**config.mk**
```make
export PLATFORM = sky130hd
export DESIGN_NAME = xaddrgen_nd
export DESIGN_NICKNAME = d
export VERILOG_FILES = /design/src/rtl/xaddrgen_nd.sv
export SDC_FILE = /design/constraint.sdc
export NUM_CORES = 1
export LEC_CHECK = 0
export CAP_MARGIN = 5
export CORE_MARGIN = 3
export CORE_UTILIZATION = 45
export DETAILED_ROUTE_END_ITERATION = 8
export PLACE_DENSITY = 0.71
export SLEW_MARGIN = 10
export SYNTH_ARGS = -nofsm -noshare
export SYNTH_HDL_FRONTEND = slang
export SYNTH_SLANG_ARGS = --single-unit
export TNS_END_PERCENT = 10
```
**constraint.sdc**
```tcl
create_clock -name clk -period 8.4 [get_ports clk]
set_input_delay 1.68 -clock clk [delete_from_list [all_inputs] [get_ports clk]]
set_output_delay 1.68 -clock clk [all_outputs]
set_load 0.005 [all_outputs]
```
**src/rtl/xaddrgen_nd.sv**
```systemverilog
// ---------------------------------------------------------------------------
// xaddrgen_nd
// Multi-dimensional address generator for one Versat memory port. LEVELS
// nested loops (level 0 innermost), each with its own iteration count and
// signed stride. Supports a start delay and back-to-back restart.
//
// Optional feature macro: XADDRGEN_WRAP_EN
//   When defined, adds wrap_base/wrap_size inputs and folds every newly
//   generated address into [wrap_base, wrap_base+wrap_size) (circular
//   buffers). wrap_size == 0 disables folding.
//
// Ports
//   clk        in   1                  clock
//   rst        in   1                  synchronous active-high reset
//   init       in   1                  load start address, clear counters (IDLE only)
//   run        in   1                  start pulse
//   pause      in   1                  freeze generator, forces mem_en low
//   start      in   MEM_ADDR_W         first address
//   delay      in   CNT_W              cycles between run and first mem_en
//   cnt        in   LEVELS*CNT_W       per-level iteration count (0 behaves as 1)
//   incr       in   LEVELS*MEM_ADDR_W  per-level signed stride
//   wrap_base  in   MEM_ADDR_W         circular window base (XADDRGEN_WRAP_EN only)
//   wrap_size  in   MEM_ADDR_W         circular window size (XADDRGEN_WRAP_EN only)
//   addr       out  MEM_ADDR_W         generated address (registered)
//   mem_en     out  1                  addr valid this cycle
//   done       out  1                  idle / finished
//
// state   | meaning
// --------+---------------------------------------------------------
// S_IDLE  | waiting for run; init loads start and clears counters
// S_DELAY | counting down dly_cnt before the first address
// S_RUN   | one address per unpaused cycle, mem_en high
// ---------------------------------------------------------------------------
module xaddrgen_nd #(
    parameter int MEM_ADDR_W = 16,
    parameter int CNT_W      = 8,
    parameter int LEVELS     = 3
) (
    input  logic                         clk,
    input  logic                         rst,
    input  logic                         init,
    input  logic                         run,
    input  logic                         pause,
    input  logic [MEM_ADDR_W-1:0]        start,
    input  logic [CNT_W-1:0]             delay,
    input  logic [LEVELS*CNT_W-1:0]      cnt,
    input  logic [LEVELS*MEM_ADDR_W-1:0] incr,
`ifdef XADDRGEN_WRAP_EN
    input  logic [MEM_ADDR_W-1:0]        wrap_base,
    input  logic [MEM_ADDR_W-1:0]        wrap_size,
`endif
    output logic [MEM_ADDR_W-1:0]        addr,
    output logic                         mem_en,
    output logic                         done
);

    localparam int LVL_W = (LEVELS > 1) ? $clog2(LEVELS) : 1;

    localparam logic [1:0] S_IDLE  = 2'd0;
    localparam logic [1:0] S_DELAY = 2'd1;
    localparam logic [1:0] S_RUN   = 2'd2;

    logic [1:0]            state;
    logic [CNT_W-1:0]      dly_cnt;
    logic [CNT_W-1:0]      it_cnt  [LEVELS];
    logic [MEM_ADDR_W-1:0] base    [LEVELS];

    logic [CNT_W-1:0]      last_it [LEVELS];
    logic [LEVELS-1:0]     at_last;
    logic                  all_last;
    logic                  found;
    logic [LVL_W-1:0]      step_lvl;
    logic [MEM_ADDR_W-1:0] sel_base;
    logic [MEM_ADDR_W-1:0] sel_incr;
    logic [MEM_ADDR_W-1:0] raw_addr;
    logic [MEM_ADDR_W-1:0] new_addr;
`ifdef XADDRGEN_WRAP_EN
    logic [MEM_ADDR_W-1:0] wrap_top;
`endif

    // Terminal counts and the lowest level that still has iterations left.
    always_comb begin
        found    = 1'b0;
        step_lvl = '0;
        sel_base = addr;
        sel_incr = incr[0 +: MEM_ADDR_W];
        for (int l = 0; l < LEVELS; l++) begin
            last_it[l] = (cnt[l*CNT_W +: CNT_W] == '0) ? '0
                         : cnt[l*CNT_W +: CNT_W] - CNT_W'(1);
            at_last[l] = (it_cnt[l] == last_it[l]);
            if (!found && !at_last[l]) begin
                found    = 1'b1;
                step_lvl = LVL_W'(l);
                // Level 0 steps from the current address; outer levels step
                // from their own saved base so inner loops restart cleanly.
                sel_base = (l == 0) ? addr : base[l];
                sel_incr = incr[l*MEM_ADDR_W +: MEM_ADDR_W];
            end
        end
        all_last = &at_last;
        raw_addr = sel_base + sel_incr;
    end

`ifdef XADDRGEN_WRAP_EN
    // Single fold is enough because every |stride| is below wrap_size.
    always_comb begin
        wrap_top = wrap_base + wrap_size;
        if (wrap_size != '0 && raw_addr >= wrap_top)
            new_addr = raw_addr - wrap_size;
        else if (wrap_size != '0 && raw_addr < wrap_base)
            new_addr = raw_addr + wrap_size;
        else
            new_addr = raw_addr;
    end
`else
    always_comb begin
        new_addr = raw_addr;
    end
`endif

    always_ff @(posedge clk) begin
        if (rst) begin
            state   <= S_IDLE;
            addr    <= '0;
            dly_cnt <= '0;
            for (int l = 0; l < LEVELS; l++) begin
                it_cnt[l] <= '0;
                base[l]   <= '0;
            end
        end else if (!pause) begin
            case (state)
                S_IDLE: begin
                    if (init) begin
                        addr <= start;
                        for (int l = 0; l < LEVELS; l++) begin
                            it_cnt[l] <= '0;
                            base[l]   <= start;
                        end
                    end
                    if (run) begin
                        if (delay == '0) begin
                            state <= S_RUN;
                        end else begin
                            state   <= S_DELAY;
                            dly_cnt <= delay;
                        end
                    end
                end
                S_DELAY: begin
                    dly_cnt <= dly_cnt - CNT_W'(1);
                    if (dly_cnt == CNT_W'(1))
                        state <= S_RUN;
                end
                S_RUN: begin
                    if (all_last) begin
                        // Last address: rewind to start either way; run here
                        // keeps us in S_RUN for a bubble-free restart.
                        addr <= start;
                        for (int l = 0; l < LEVELS; l++) begin
                            it_cnt[l] <= '0;
                            base[l]   <= start;
                        end
                        if (!run)
                            state <= S_IDLE;
                    end else begin
                        addr <= new_addr;
                        for (int l = 0; l < LEVELS; l++) begin
                            if (LVL_W'(l) < step_lvl) begin
                                it_cnt[l] <= '0;
                                base[l]   <= new_addr;
                            end else if (LVL_W'(l) == step_lvl) begin
                                it_cnt[l] <= it_cnt[l] + CNT_W'(1);
                                if (l != 0)
                                    base[l] <= new_addr;
                            end
                        end
                    end
                end
                default: state <= S_IDLE;
            endcase
        end
    end

    assign mem_en = (state == S_RUN) && !pause;
    assign done   = (state == S_IDLE);

endmodule

```
; ---- After elaboration in Yosys (flattened, before gate mapping)
; Memory sizes are Yosys's and may differ from the RTL's.
; Index checks and enable logic that the tools add are counted.
[classes]
add_sub_neg = 8
n_mul = 0
div = 0
magnitude_cmp = 3
eq_ne = 14
shifts = 0
muxes = 97
bitwise_logic = 24
reduce_logical = 19
[ops]
columns = op, count
row1 = 16-bit 2-to-1 mux, 17
row2 = 8-bit 2-to-1 mux, 17
row3 = 1-bit 2-to-1 mux, 54
row4 = 8-bit logical NOT, 4
row5 = 16-bit one-hot mux with 2 select lines, 1
row6 = "8-bit by 1-bit subtractor with 8-bit output, second input constant", 4
row7 = "8-bit by 1-bit adder with 8-bit output, second input constant", 3
row8 = 8-bit equality test, 3
row9 = 1-bit bitwise OR, 23
row10 = 16-bit adder, 1
row11 = 8-bit one-hot mux with 2 select lines, 1
row12 = 2-bit 2-to-1 mux, 6
row13 = "2-bit inequality test, second input constant", 6
row14 = "8-bit by 1-bit equality test with 1-bit output, second input constant", 1
row15 = 2-bit one-hot mux with 3 select lines, 1
row16 = 3-bit AND reduction, 2
row17 = 5-bit AND reduction, 1
row18 = 1-bit logical NOT, 4
row19 = 2-bit logical NOT, 2
row20 = "1-bit by 2-bit less-than comparator with 1-bit output, first input constant", 2
row21 = 4-bit AND reduction, 1
row22 = 2-bit nonzero test, 2
row23 = 1-bit logical AND, 3
row24 = "1-bit by 2-bit equality test with 1-bit output, first input constant", 1
row25 = other kinds (5), 5
[totals]
register_bits = 26
latch_bits = 0
ramBits = 72
romBits = 0
in_bits = 101
output_inout_bits = 18
word_cells = 170
n_memories = 2
[memory_table]
columns = memory, words, word_bits, read_ports, rd_clocked_by_memory_dff, write_ports, line
row1 = base, 3, 16, 2, 0, 3, 66  ; logic [MEM_ADDR_W-1:0] base [LEVELS];
row2 = it_cnt, 3, 8, 3, 0, 3, 65  ; logic [CNT_W-1:0] it_cnt [LEVELS];

; ---- Depth between registers and ports, before layout
; Gate-level depths: netlist of the first run.
[logic_depth]
word_depth = 18
depth_mapped = 26
ltp_nobuf = 24

; ---- Worst setup path before layout of the first run
; OpenSTA, ideal clock, no wires.
[synth_path]
path_type = input-to-reg
start = in cnt[11]
end = mem base[1][14] (data pin)
setup_ns = 0.256
arrival_time_ns = 6.093
required_time_ns = 8.144
slack_ns = 2.050
stages = 24
path_cell_list = buf_2 or4_1 nor3_2 a21oi_1 or3_1 o31ai_1 nand4_1 and2_1 buf_2 clkbuf_1 mux2i_1 o21ai_0 ha_1 inv_1 fa_1 nor2b_1 o21a_1 o21ai_0 a21oi_1 a211oi_1 o21ai_0 a21oi_1 xnor2_1 a22o_1
[synth_rtl]
columns = item, line
row1 = "start, declared", 46  ; input logic [LEVELS*CNT_W-1:0] cnt,
row2 = "end, declared", 66

==> impl_results.md, run 1 <==
- Syn avg cell area: around 9.0 um2
- Slowest CP cell: nor3b_4
- Hold Fails Final Rpt: 0
- Worst-margin pin slew: 1.17 ns
- Max rail drop VDD: 79.8 uV
- Vias: 5554
- Area growth, synth to finish: 25.0%
- Status: finished clean
- Flop pwr share: a little over two fifths
- Initial DRC count: 361
- CP Cell Sequence: clkdlybuf4s50_1, nor4_4, nand3_1, a311oi_1, nor3_1, or4_1, nor3b_4, o21ai_0, ha_1, a211oi_1, o21bai_1, a31oi_1, o2111ai_1, a21oi_1, o21ai_0, a31o_2, xor2_1, a22o_1
- Die Y: 123 um
- CTS tree: done
- Most common cell in the synthesized netlist: nor2_1
- Sw Pwr: 315 uW
- Crit path launch type: primary input
- Layout cell share with drive strength beyond 1: between 4 and 5%
- WP data arrival: 7.53 ns
- Synth top area cells: edfxtp_1 (27%), dfxtp_1 (8.4%), mux2i_1 (8.4%), xnor2_1 (4.8%), a22o_1 (4.7%)
- Ys async rst share: 0%
- Critical path peak fanout: 28
- Pre-antenna DRT Iters: 5
- Sequential share of the synthesized area: 35.5%
- Antenna Diode Count: 0
- Grt total ovfl: 0
- Nets: 911
- Vias in the first global route: approximately 5500
- First-pass GRT wire length: 25300 um
- Avg WL per Cell: about 17 um
- Leak: 2.81 nW
- Crit path top cell by count: o21ai_0
- Clk slew on worst S/H paths: 0.06 ns
- GRT Util Overall: 20.8%
- Pwr/cell area: between 100 and 150 nW/um2
- Yosys cell types: roughly 60
- Clock sinks: 82
- Number of synthesized flops with an enable pin: 56
- Cell area after synthesis: 6210 um2
- Setup TNS: 0 ns
- Crit-path max cell delay: a little under 0.8 ns
- Hold_buf cts: 0
- Sw Share: 28.2%
- Number of I/O pins: 119
- RSZ-0062 raised after global routing: no
- CTS resizes: 0
- #FFs+latches synth: 82
- Crit path required time: 8.49 ns
- Tcrit/Tclk final: 88.6%
- Post-layout util: between 50 and 60%
- FILL cells: 1193
- Multi-input logic area: roughly 3700 um2
- Initial antenna violation count: 0
- CP endpoint kind: flop
- Max Clk Rate: 134 MHz
- Synthesized net count: a little over 800
- Postcts setup bufs: 0
- Hold Crit Class: flop to flop
- Mapped Cells: 691
- Via density: around 5.7
- Setup Skew: a little under 0.007 ns
- Hold Slack: 0.521 ns
- Die ar.: 15200 um2
- Bufs and invs on worst path: 1
- Core box area: 13300 um2
- Most instantiated cells after synthesis: nor2_1 (70), nand2_1 (58), edfxtp_1 (56)
- Fin. max-slew vios: 0
- Clk buf depth: 2
- Clock power frac: about a third
- Combinational share of power: approximately a quarter
- Input/output buffers: 118
- Max-slew headroom: 22.0%
- Final ANT Viol Nets: 0
- Initial Util: 46.5%
- Pin count of the biggest net entering global routing: 37
- Yosys top cell area share: between 20% and 30%
- Top FF cell, synth: edfxtp_1
- Final HPWL from detailed placement: 11600 um
- CTS Root Cell: clkbuf_16
- Synth area leader: edfxtp_1
- Register area: 2200 um2
- Die Span X: 123 um
- Max cap viols: 0
- WL final: ~16000 um
- Post-layout minimum cycle time: 7.44 ns
- Ys Warns: 0
- CP Class: primary input to flop
- Clk Latency, worst-skew pair: 0.34 ns
- Drc violations: 0
- Cell Area, Placed: 7480 um2
- Num CTS Buffers: 9
- CP delay by family, top: simple AND/OR/NAND/NOR gates
- Int Power: around 800 uW
- Row count: 42
- Final GP Congestion: 0.872
- Final setup violation count: 0
- H-Tree Depth: 3
- Final instance area: 7760 um2
## worst min-delay path, stage by stage, from the launching register on
cell	delay, ns
dfxtp_1	0.33
a22oi_1	0.08
nor2_1	0.08
## placed cells by master, fill, tap and decap left out, types with 5 or more instances in the layout
cell type and instances:
clkbuf_16 9, xor2_1 28, buf_4 7, nand2_1 58
a211oi_1 18, mux2i_1 52, clkdlybuf4s50_1 118, and3_1 11
nor4_1 8, a31oi_1 5, a22o_1 33, xnor2_1 34
inv_1 22, nor2_1 70, or4_1 5, nand3_1 24
dfxtp_1 26, a21oi_1 29, o21ai_0 53, edfxtp_1 56
nor2b_1 5, nor3_1 17, nand2b_1 5, a21o_1 6
ha_1 23
## final timing paths
check,cells after the start,to,from,slack [ns]
max,18,base[2][15],cnt[3],0.96
min,2,dly_cnt[6],dly_cnt[6],0.52
max reg2reg,16,base[2][15],it_cnt[0][3],2.84
min reg2reg,2,dly_cnt[6],dly_cnt[6],0.52
## state kept, by name (all words and copies together) (netlist names)
signal / cells
base: 32
dly_cnt: 8
it_cnt: 24
addr: 16
state: 2
## layout make-up
cell class / count / area share (%)
clock inverter: 4 / 0.355
clock buffer: 12 / 3.18
multi-input combinational: 546 / 48.3
inverter: 22 / 1.06
timing repair buffer: 125 / 15.9
tap: 176 / 2.84
sequential: 82 / 28.4
## per-stage QoR
| stage | std cells | total power [mW] | setup slack (ns) |
|---|---|---|---|
| 6_report | 967 | 1.12 | 0.958 |
| 5_1_grt | 967 | 1.16 | 0.477 |
| 4_1_cts | 967 | 1.12 | 1.01 |
| 3_5_place_dp | 951 | 0.756 | 0.697 |
| 3_3_place_gp | 951 | 0.748 | 0.903 |
| 2_1_floorplan | 691 | 0.647 | 2.05 |
## logic make-up (layout without fill, tap and decap cells)
| kind of cell | Yosys count | after routing | synth area share (%) |
|---|---|---|---|
| fa+ha+maj | 24 | 24 | 4.96 |
| simple gates | 230 | 230 | 18.4 |
| compound gates | 175 | 175 | 18.8 |
| flops | 82 | 82 | 35.5 |
| mux | 54 | 54 | 8.75 |
| xor+xnor | 63 | 63 | 9.11 |
| buf+inv | 63 | 163 | 4.56 |
## per-layer routing
layer	wire (um)	global-route usage [%]	vias to the layer above
li1	-	-	2738
met1	7130	26.6	2620
met2	7750	35.8	169
met3	854	3.16	27
met4	266	7.13	0
met5	0	0	-
## power groups by stage
stage | clock network, mW | logic, mW | registers (mW)
after floorplan | 0 | 0.163 | 0.484
after global placement | 0 | 0.256 | 0.492
after detailed placement | 0 | 0.263 | 0.493
after CTS | 0.370 | 0.265 | 0.485
after global routing | 0.384 | 0.293 | 0.488
final | 0.366 | 0.266 | 0.485
Power figures use the tool's default switching activity.
==> inputs of run 2 (changes only) <==
Settings changed: CORE_UTILIZATION 45 to 33, PLACE_DENSITY 0.71 to not set.
==> impl_results.md, run 2 (synthesized netlist as in run 1, its figures left out) <==
- Status: finished clean
- Worst-margin pin slew: 1.03 ns
- Setup TNS: 0 ns
- Pwr/cell area: 146 nW/um2
- Leak: 2.85 nW
- Flop pwr share: between 40% and 50%
- Number of I/O pins: 119
- Post-layout util: 43.3%
- Slowest CP cell: or4_1
- RSZ-0062 raised after global routing: no
- Row count: 49
- Max-slew headroom: about a third
- WL final: 15700 um
- Vias in the first global route: 5046
- Hold_buf cts: 0
- Clock sinks: slightly above 80
- Final setup violation count: 0
- Dpl cells: 1007
- Clk buf depth: 2
- Clk Latency, worst-skew pair: roughly 0.34 ns
- Final GP Congestion: 0.774
- Initial DRC count: about 300
- Sw Pwr: 306 uW
- Setup Skew: ~0.0095 ns
- Fin. max-slew vios: 0
- Commonest cells after routing, fill and taps aside: clkdlybuf4s50_1 (118), nor2_1 (70), nand2_1 (58)
- Hold Fails Final Rpt: 0
- Max cap viols: 0
- Antenna Diode Count: 0
- WP data arrival: between 7 and 8 ns
- Avg WL per Cell: 15.3 um
- Grt total ovfl: 0
- Crit path required time: about 8.5 ns
- Pin count of the biggest net entering global routing: 34
- Layout cell share with drive strength beyond 1: under 10%
- Die Span X: 143 um
- H-Tree Depth: 3
- Largest reg by FF count: base
- Initial Util: 34.1%
- CP endpoint kind: flop
- Max Clk Rate: around 140 MHz
- Crit path launch type: primary input
- Sw Share: between 20% and 30%
- Num CTS Buffers: 9
- Input/output buffers: between 100 and 150
- Die ar.: slightly above 20000 um2
- GRT Util Overall: 15.2%
- Final ANT Viol Nets: 0
- Pre-antenna DRT Iters: 4
- CTS Root Cell: clkbuf_16
- GRT met2 Usage: 24.2%
- Nets: 914
- Area growth, synth to finish: 26.9%
- Max FFs per register: 32
- Postcts setup bufs: 0
- Final instance area: 7880 um2
- Hold Slack: 0.516 ns
- Crit path top cell by count: o21ai_0
- Cell Area, Placed: ~7600 um2
- Initial antenna violation count: 0
- Global route hottest layer: met2
- Met3 GRT Util: 2.51%
- Crit-path max cell delay: 0.75 ns
- Post-layout minimum cycle time: 7.20 ns
- Drc violations: 0
- First-pass GRT wire length: 25200 um
- Clock power frac: about a third
- Core box area: 18200 um2
- Final HPWL from detailed placement: 11400 um
- Clk slew on worst S/H paths: 0.06 ns
- Max rail drop VDD: between 80 and 90 uV
- Top flop regs: base: 32 flops, it_cnt: 24 flops, addr: 16 flops
- Int Power: 842 uW
- Vias: 5331
- CTS tree: done
- Hold Crit Class: flop to flop
- Fin cells: slightly above 1000
- CTS resizes: 0
- Tcrit/Tclk final: around 86%
- CP Class: primary input to flop
- Commonest non-fill, non-tap cell in the layout: clkdlybuf4s50_1
- Via density: roughly 5.2
- CP Cell Sequence: clkdlybuf4s50_1, nor4_4, nand3_1, a311oi_1, nor3_1, or4_1, nor3b_4, buf_4, o21ai_0, ha_1, nor2b_1, o21a_1, o21ai_0, a21oi_1, a211oi_1, o21ai_0, a21oi_1, xnor2_1, a22o_1
- Combinational share of power: 22.9%
- Die Y: 143 um
- Met1 global-route usage: a little over a fifth
- Critical path peak fanout: 16
run 2: cell count changes in the layout (fill, tap and decap cells not counted):
cell        change
clkbuf_16       +1
clkbuf_1        +2
bufinv_16       +1
buf_4           +3
clkbuf_8        -1
clkinvlp_4      -3
o31ai_2         +1
o31ai_1         -1
run 2: worst paths after layout:
check                             startpoint          end  slack [ns]  cells after the start
worst max register to register  it_cnt[0][3]  base[1][14]        3.12                     17
worst min register to register       addr[6]      addr[6]        0.52                      2
worst max-delay path                  cnt[3]  base[1][14]        1.20                     19
worst min-delay path                 addr[6]      addr[6]        0.52                      2
run 2: cell type report:
type / instances / area [um2]
sequential: 82 / 2200
tap: 229 / 287
inverter: 22 / 82.6
fill: 1762 / 10300
clock inverter: 2 / 35.0
multi-input combinational: 546 / 3750
timing repair buffer: 128 / 1260
clock buffer: 14 / 265
run 2: worst max-delay path, delay by kind of cell:
kind	cells	cell delay, ns
xor gates and xnor gates	1	0.12
buffers and inverters	2	0.89
AOI/OAI and AO/OA	9	1.93
adders and majority gates	1	0.35
and+or+nand+nor	6	2.32
run 2: power by group through the flow:
stage	Clock, mW	Combinational [mW]	Sequential (mW)
floorplan	0	0.163	0.484
global placement	0	0.263	0.492
detailed placement	0	0.263	0.493
CTS	0.408	0.265	0.484
global route	0.428	0.294	0.488
finish	0.401	0.264	0.484
run 2: per-stage QoR:
stage / power [mW] / setup slack [ns]
finish: 1.15 / 1.20
CTS: 1.16 / 1.21
global placement: 0.756 / 1.05
global route: 1.21 / 0.603
detailed placement: 0.756 / 0.888
floorplan: 0.647 / 2.05
run 2: layer usage:
layer / up-vias / share of wire [%]
met4: 0 / 1.5
met1: 2458 / 49
li1: 2749 / -
met3: 15 / 4.6
met5: - / 0
met2: 109 / 45
==> inputs of run 3 (changes only) <==
Settings changed: CORE_ASPECT_RATIO set to 1.5.
Clock period 8.4 ns to 7.2 ns, I/O delays scaled along.
==> impl_results.md, run 3 (synthesized netlist as in run 1, its figures left out) <==
- Nets: approximately 900
- Die ar.: between 20000 and 25000 um2
- First-pass GRT wire length: around 27000 um
- Post-layout util: 44.0%
- Number of I/O pins: 119
- Worst hold endpoint: dly_cnt[5]
- Vias in the first global route: between 5000 and 6000
- Fin. max-slew vios: 0
- Antenna Diode Count: 0
- Avg WL per Cell: 15.4 um
- Setup Skew: 0.0107 ns
- Max cap viols: 0
- Top flop regs: base: 32 flops, it_cnt: 24 flops, addr: 16 flops
- Layout cell share with drive strength beyond 1: 5.61%
- Status: finished clean
- Hold Fails Final Rpt: 0
- WP data arrival: 6.61 ns
- Commonest cells after routing, fill and taps aside: clkdlybuf4s50_1 (118), nor2_1 (70), nand2_1 (58)
- Area growth, synth to finish: 28.7%
- Die Span X: 118 um
- Core box area: 18200 um2
- Grt total ovfl: 0
- Register-to-Register Path Depth: 17
- Crit path launch type: primary input
- FILL cells: 1826
- Input/output buffers: around 120
- Post-layout minimum cycle time: 6.53 ns
- CP Class: primary input to flop
- Initial DRC count: 225
- Crit Reg-Reg Startpoint: it_cnt[0][3]
- CTS Root Cell: clkbuf_16
- Tcrit/Tclk final: 90.7%
- Fin cells: 1050
- Row count: 60
- Worst-margin pin slew: 0.815 ns
- Commonest non-fill, non-tap cell in the layout: clkdlybuf4s50_1
- H-Tree Depth: 3
- Via density: 5.20
- Initial Util: around a third
- Max FFs per register: 32
- Vias: roughly 5500
- Final GP Congestion: 0.822
- Final HPWL from detailed placement: ~12000 um
- Hold Startpoint: dly_cnt[5]
- Clk Latency, worst-skew pair: 0.34 ns
- Num CTS Buffers: 9
- Final ANT Viol Nets: 0
- Max Clk Rate: 153 MHz
- Initial antenna violation count: 0
- Drc violations: 0
- Hold Crit Class: flop to flop
- CTS tree: done
- RR Endpoint: base[2][14]
- Final setup violation count: 0
- Critical path peak fanout: 39
- Pre-antenna DRT Iters: 4
- Leak: 2.90 nW
- Pin count of the biggest net entering global routing: 40
- Pwr/cell area: 170 nW/um2
- Clock sinks: a little over 80
- Clk slew on worst S/H paths: ~0.060 ns
- Largest reg by FF count: base
- CP endpoint kind: flop
- Postcts setup bufs: 0
- Clk buf depth: 2
- Max-slew headroom: a little under half
- Setup TNS: 0 ns
- Crit path required time: 7.29 ns
- Die Y: around 170 um
- WL final: between 15000 and 20000 um
- WHS Path Cells: 2
- RSZ-0062 raised after global routing: no
- Max rail drop VDD: 118 uV
- Worst R2R Setup Slack: 2.25 ns
- Dpl cells: 1034
- GRT Util Overall: about 16%
==> run 3: what timing repair did <==
item,in CTS,in global routing
hold buffers,0,0
setup endpoints to repair,0,1
resized for setup,0,1
==> run 3: cell type report <==
type,instances,area (um2),area share [%]
Tap cell,248,310,3.89
Sequential cell,82,2200,27.6
Clock buffer,12,268,3.35
Clock inverter,4,48.8,0.611
Multi-Input combinational cell,546,3750,46.9
Inverter,22,82.6,1.03
Timing Repair Buffer,136,1330,16.6
==> run 3: stage by stage <==
stage                     total power [mW]  hold slack [ns]  setup WS (ns)  instance area [um2]
after floorplan                      0.755            0.470           1.09                 6210
after global placement               0.885            0.490          0.289                 7670
after detailed placement             0.887            0.492          0.244                 7670
after CTS                             1.38            0.506          0.578                 7990
after global routing                  1.43            0.537          0.145                 7990
final                                 1.36            0.501          0.672                 7990
==> run 3: worst max-delay path, stage by stage <==
cell             delay [ns]
clkdlybuf4s50_1        0.57
nor4_4                 0.44
nand3_1                0.26
a311oi_1               0.28
nor3_1                 0.10
or4_1                  0.62
nor3b_4                0.27
buf_12                 0.19
buf_4                  0.34
o21ai_0                0.16
ha_1                   0.27
or3_1                  0.37
o21ai_0                0.09
a21oi_1                0.08
a211oi_1               0.43
o21ai_0                0.18
a21oi_1                0.19
xnor2_1                0.12
a22o_1                 0.19
==> run 3: how the worst max path moves through the flow <==
stage	start	to	cells past startpoint
3_3_place_gp	cnt[0]	base[2][15]	21
3_5_place_dp	cnt[2]	base[1][15]	19
6_report	cnt[2]	base[2][14]	19
2_1_floorplan	cnt[11]	base[1][14]	24
4_1_cts	cnt[2]	base[1][15]	19
5_1_grt	cnt[2]	base[1][15]	19
==> run 3: layer usage <==
layer / vias to the layer above / routed length (um) / GRT usage (%)
met5: - / 0 / 0
met1: 2591 / 6780 / 18.4
met4: 0 / 159 / 4.45
met2: 97 / 8720 / 29.7
met3: 9 / 517 / 2.21
li1: 2768 / - / -
==> run 3: report_power, final <==
part           switching (mW)  internal, mW  total [mW]
registers              0.0273         0.537       0.565
logic                   0.154         0.157       0.311
clock network           0.186         0.299       0.485
